===== src/rtl/sobel_frame_ctrl.sv =====
// Frame sequencer for the Sobel 3x3 line buffer: raster pixel intake, window tagging, frame framing.
// Define SOBEL_CTRL_FLUSH_EN to append a flush row so the final image row also yields windows.
module sobel_frame_ctrl #(
    parameter int          WIDTH     = 128,
    parameter int          HEIGHT    = 128,
    parameter logic [7:0]  FLUSH_VAL = 8'd0
) (
    input  logic       clk,
    input  logic       rst,
    input  logic       start,
    input  logic       abort,
    input  logic       s_valid,
    input  logic [7:0] s_data,
    output logic       s_ready,
    input  logic       m_ready,
    output logic       lb_enable,
    output logic [7:0] lb_pixel,
    output logic [7:0] lb_row,
    output logic [6:0] lb_col,
    output logic       wnd_valid,
    output logic [7:0] wnd_row,
    output logic [6:0] wnd_col,
    output logic       frame_start,
    output logic       frame_done,
    output logic       busy
);

    localparam logic [1:0] S_IDLE  = 2'd0;
    localparam logic [1:0] S_RUN   = 2'd1;
    localparam logic [1:0] S_FLUSH = 2'd2;
    localparam logic [1:0] S_DONE  = 2'd3;

    localparam logic [6:0] COL_LAST  = 7'(WIDTH - 1);
    localparam logic [7:0] ROW_LAST  = 8'(HEIGHT - 1);
    localparam logic [7:0] ROW_FLUSH = 8'(HEIGHT);

    logic [1:0] state_q, state_d;
    logic [7:0] row_q, row_d;
    logic [6:0] col_q, col_d;
    logic       wnd_valid_q, wnd_valid_d;
    logic [7:0] wnd_row_q, wnd_row_d;
    logic [6:0] wnd_col_q, wnd_col_d;
    logic       frame_start_q, frame_start_d;

    logic in_run, in_flush, ready_int, accept, adv;

    always_comb begin
        in_run    = (state_q == S_RUN);
        in_flush  = (state_q == S_FLUSH);
        ready_int = in_run & m_ready & ~abort;
        accept    = ready_int & s_valid;
        // Flush row advances on downstream readiness alone; no input pixel is consumed.
        adv       = accept | (in_flush & m_ready & ~abort);
    end

    always_comb begin
        state_d       = state_q;
        row_d         = row_q;
        col_d         = col_q;
        frame_start_d = accept & (row_q == 8'd0) & (col_q == 7'd0);
        // Row 0 has no centre line loaded yet, so its advances never form a window.
        wnd_valid_d   = adv & (row_q != 8'd0);
        wnd_row_d     = adv ? (row_q - 8'd1) : wnd_row_q;
        wnd_col_d     = adv ? col_q : wnd_col_q;

        if (abort && (state_q != S_IDLE)) begin
            state_d = S_IDLE;
            row_d   = 8'd0;
            col_d   = 7'd0;
        end else begin
            case (state_q)
                S_IDLE: begin
                    if (start && !abort) begin
                        state_d = S_RUN;
                        row_d   = 8'd0;
                        col_d   = 7'd0;
                    end
                end
                S_RUN: begin
                    if (accept) begin
                        if (col_q == COL_LAST) begin
                            col_d = 7'd0;
                            if (row_q == ROW_LAST) begin
`ifdef SOBEL_CTRL_FLUSH_EN
                                row_d   = ROW_FLUSH;
                                state_d = S_FLUSH;
`else
                                row_d   = 8'd0;
                                state_d = S_DONE;
`endif
                            end else begin
                                row_d = row_q + 8'd1;
                            end
                        end else begin
                            col_d = col_q + 7'd1;
                        end
                    end
                end
                S_FLUSH: begin
                    if (adv) begin
                        if (col_q == COL_LAST) begin
                            col_d   = 7'd0;
                            row_d   = 8'd0;
                            state_d = S_DONE;
                        end else begin
                            col_d = col_q + 7'd1;
                        end
                    end
                end
                default: state_d = S_IDLE;
            endcase
        end
    end

    always_ff @(posedge clk or posedge rst) begin
        if (rst) begin
            state_q       <= S_IDLE;
            row_q         <= 8'd0;
            col_q         <= 7'd0;
            wnd_valid_q   <= 1'b0;
            wnd_row_q     <= 8'd0;
            wnd_col_q     <= 7'd0;
            frame_start_q <= 1'b0;
        end else begin
            state_q       <= state_d;
            row_q         <= row_d;
            col_q         <= col_d;
            wnd_valid_q   <= wnd_valid_d;
            wnd_row_q     <= wnd_row_d;
            wnd_col_q     <= wnd_col_d;
            frame_start_q <= frame_start_d;
        end
    end

    always_comb begin
        s_ready     = ready_int;
        lb_enable   = adv;
        lb_pixel    = in_run ? s_data : (in_flush ? FLUSH_VAL : 8'd0);
        lb_row      = row_q;
        lb_col      = col_q;
        // Abort kills a pending window in the same cycle it arrives.
        wnd_valid   = wnd_valid_q & ~abort;
        wnd_row     = wnd_row_q;
        wnd_col     = wnd_col_q;
        frame_start = frame_start_q;
        frame_done  = (state_q == S_DONE) & ~abort;
        busy        = (state_q != S_IDLE);
    end

endmodule

===== config.mk =====
export PLATFORM = sky130hd
export DESIGN_NAME = sobel_frame_ctrl
export DESIGN_NICKNAME = d
export VERILOG_FILES = /design/src/rtl/sobel_frame_ctrl.sv
export SDC_FILE = /design/constraint.sdc
export NUM_CORES = 1
export LEC_CHECK = 0
export BUFFER_PORTS_ARGS = -buffer_cell sky130_fd_sc_hd__buf_2
export CAP_MARGIN = 20
export CORE_MARGIN = 8
export CORE_UTILIZATION = 40
export DETAILED_ROUTE_END_ITERATION = 12
export HOLD_SLACK_MARGIN = 0.06
export PLACE_DENSITY_LB_ADDON = 0.12
export SLEW_MARGIN = 20
export SYNTH_ARGS = -nofsm -noshare
export SYNTH_HDL_FRONTEND = slang
export SYNTH_SLANG_ARGS = --single-unit

===== constraint.sdc =====
create_clock -name clk -period 2.4 [get_ports clk]
set_clock_uncertainty 0.15 [all_clocks]
set_input_delay 0.12 -clock clk [delete_from_list [all_inputs] [get_ports clk]]
set_output_delay 0.12 -clock clk [all_outputs]
set_load 0.02 [all_outputs]

==> out/results.txt <==
Site Rows = 26
Max stage delay cell, worst path = or4_4
Top post-synthesis cells by count = 34 x dfrtp_1, 18 x nor2_1, 18 x o21ai_0
Period utilization = 0.9224
Layout cells sized above 1 = 0.3491
Place WS = 0.1164 ns
P per Cell Area = 1109 mW/mm2
Wire per inst = 14.23 um
Total vias in the final route = 1728
CTS root buf = clkbuf_8
Layout area overhead = 23.42%
Number of enable flip-flop cells after synthesis = 0
Dpl cell area = 0.002372 mm2
Total GRT Usage = 0.1363
Avg Cell Area, Syn = 9.709 um2
Routability congestion estimate from global placement = 0.7919
HPWL Detailed = 3665 um
Final non-filler cell total = 345
RSZ-0062 raised after global routing = no
Final slew viol count = 0
Buf/Inv on CP = 1
Register area share after synthesis = 0.4213
Leading area contributor after synthesis = dfrtp_1
Fin Setup TNS = 0 ns
Initial Util = 0.4057
CP endpoint kind = flip-flop
Initial antenna violation count = 0
Worst min path class = in -> reg
Core Area = 0.004977 mm2
Critical Path AT = 2.28 ns
CP cell instances = inv_1, ha_1, nor3_1, a21oi_2, nand3_4, or4_4, o21ai_1
Placed cells = 335
Top cells by area, synth = dfrtp_1 42%, ha_1 5.6%, o21ai_0 4.5%
Largest net degree at the start of global routing = 35
Syn. warnings = 0
Post-synth top area share = 0.4213
N_diodes = 0
Max-slew headroom = 0.7012
# IOs = 58
Remaining antenna violation count = 0
First-pass GRT wire length = 8073 um
Synth Net Count = 231
Crit-path max cell delay = 0.57 ns
Netlist cell types = 48
TritonCTS buffer count = 5
Minimum clock period = 2.214 ns
Main flop type after synthesis = dfrtp_1
Delay-heaviest family, CP = simple AND/OR/NAND/NOR gates
DIE AREA = 0.007579 mm2
Wirelength, routed = 4909 um
GRT overflow = 0
CP Class = reg -> reg
Final Hold Vio Count = 0
CP Data Required Time = 2.46 ns
H-tree levels = 2
Clk_lat worst skew = 0.29 ns
Initial DRC Count = 42
Horiz. Die Dim = 87.06 um
Fillers = 499
Worst Path Max Fanout = 14
Syn Inst Count = 208
Initial DRT Pass Iterations = 7
Max-cap viol count = 0
Final worst slack = 0.1861 ns
Worst Hold Slack = 0.1179 ns
Yosys reg bits = 34
Fin area = 0.002492 mm2
Ys async rst share = 1.000
Maximum VDD drop = 0.5387 mV
Vias per cell = 5.009
Max Root-Sink Buffers = 2
Worst-margin pin slew = 0.4463 ns
Clk sinks = 34
Status = finished, final reports clean
Vias in the first global route = 1718
Most instantiated library cell after synthesis = dfrtp_1
Setup-failing EPs final = 0
Max Freq = 451.7 MHz
Port buffer count = 57
Type of origin of the critical path = flip-flop
Mapped cell area = 0.002019 mm2
P_leak = 0.001240 uW
Die H = 87.06 um
Reg clk slew, reported paths = 0.07 ns
Drt drc = 0
CTS tree = yes
Nets = 297
-- power breakdown --
group	switching [uW]	internal [uW]	total, uW
Clock	223	231	453
Combinational	931	596	1530
Sequential	81.9	702	784
-- repair_timing --
| action | 4_1_cts | 5_1_grt |
|---|---|---|
| endpoints found under the hold margin | 35 | 0 |
| resized for setup | 0 | 1 |
| setup endpoints to repair | 0 | 3 |
| hold buffers | 2 | 0 |
| setup buffers | 0 | 0 |
-- through the flow --
stage | total power, uW | util
4_1_cts | 2791 | 0.4997
3_5_place_dp | 2326 | 0.4766
6_report | 2764 | 0.5008
3_3_place_gp | 2315 | 0.4766
2_1_floorplan | 1948 | -
5_1_grt | 2984 | 0.5008
-- cells in the final DEF, fill, tap and decap left out, types with 2 or more instances in the layout --
master,netlist,layout
buf_4,1,10
and3_1,4,4
nand3_1,10,10
o21ai_0,18,18
nor2b_1,3,3
a21oi_1,9,9
nand2b_4,1,2
or4_1,2,2
nor3_1,4,4
o21ai_1,2,2
nand2_1,16,16
and2_1,8,8
ha_1,9,9
buf_2,1,57
clkbuf_8,3,6
nand2b_1,3,3
nor2_1,18,18
dfrtp_1,34,34
dlygate4sd3_1,0,2
nand4_1,4,4
or3_1,2,2
inv_1,10,10
or2_1,2,2
o211ai_1,3,3
xnor2_1,5,5
o31ai_1,4,4
mux2_2,7,7
-- final timing paths --
| path | start | cells past startpoint | to | slack (ns) |
|---|---|---|---|---|
| max reg2reg | state_q[0] | 7 | lb_row[7] | 0.19 |
| max | state_q[0] | 7 | lb_row[7] | 0.19 |
| min in group asynchronous | rst | 4 | wnd_row[6] | 0.31 |
| min | s_valid | 4 | frame_start | 0.12 |
| max in group asynchronous | rst | 4 | lb_row[3] | 1.48 |
| min reg2reg | wnd_col[0] | 1 | wnd_col[0] | 0.35 |
-- kinds of logic (layout without fill, tap and decap cells) --
group / count (synthesis) / count (layout) / synth area share
AOI/OAI and AO/OA: 40 / 40 / 0.1221
xor gates and xnor gates: 6 / 6 / 0.02602
adders and majority gates: 9 / 9 / 0.05576
buffers and inverters: 20 / 87 / 0.06568
DFF: 34 / 34 / 0.4213
muxes: 7 / 7 / 0.03904
and+or+nand+nor: 92 / 92 / 0.2701
-- registers in the layout, summed over array words and instances (netlist names) --
signal,cells
frame_start,1
lb_col,7
lb_row,8
state_q,2
wnd_col,7
wnd_row,8
wnd_valid_q,1
-- layer usage --
metal  vias up  GRT usage  part of all wire
met5         -          0                 0
li1        854          -                 -
met1       824     0.1510              0.43
met2        43     0.2318              0.49
met4         0    0.05790             0.016
met3         7    0.04623             0.065
-- final cells by class --
class	count	area (um2)	area share
Tap cell	70	87.58	0.03514
Clock buffer	6	82.58	0.03313
Sequential cell	34	850.8	0.3414
Multi-Input combinational cell	154	1041	0.4177
Clock inverter	2	12.51	0.005020
Timing Repair Buffer	69	380.4	0.1526
Inverter	10	37.54	0.01506
-- worst register-to-register path, delay by kind of cell, from the launching register on --
family	cells	cell delay, ns
AND/OR/NAND/NOR	3	0.82
flip-flops	1	0.40
adder cells (fa/ha/maj)	1	0.33
buffers and inverters	1	0.08
AO/OA/AOI/OAI	2	0.36
No activity file was read; power rests on OpenSTA's default activity.
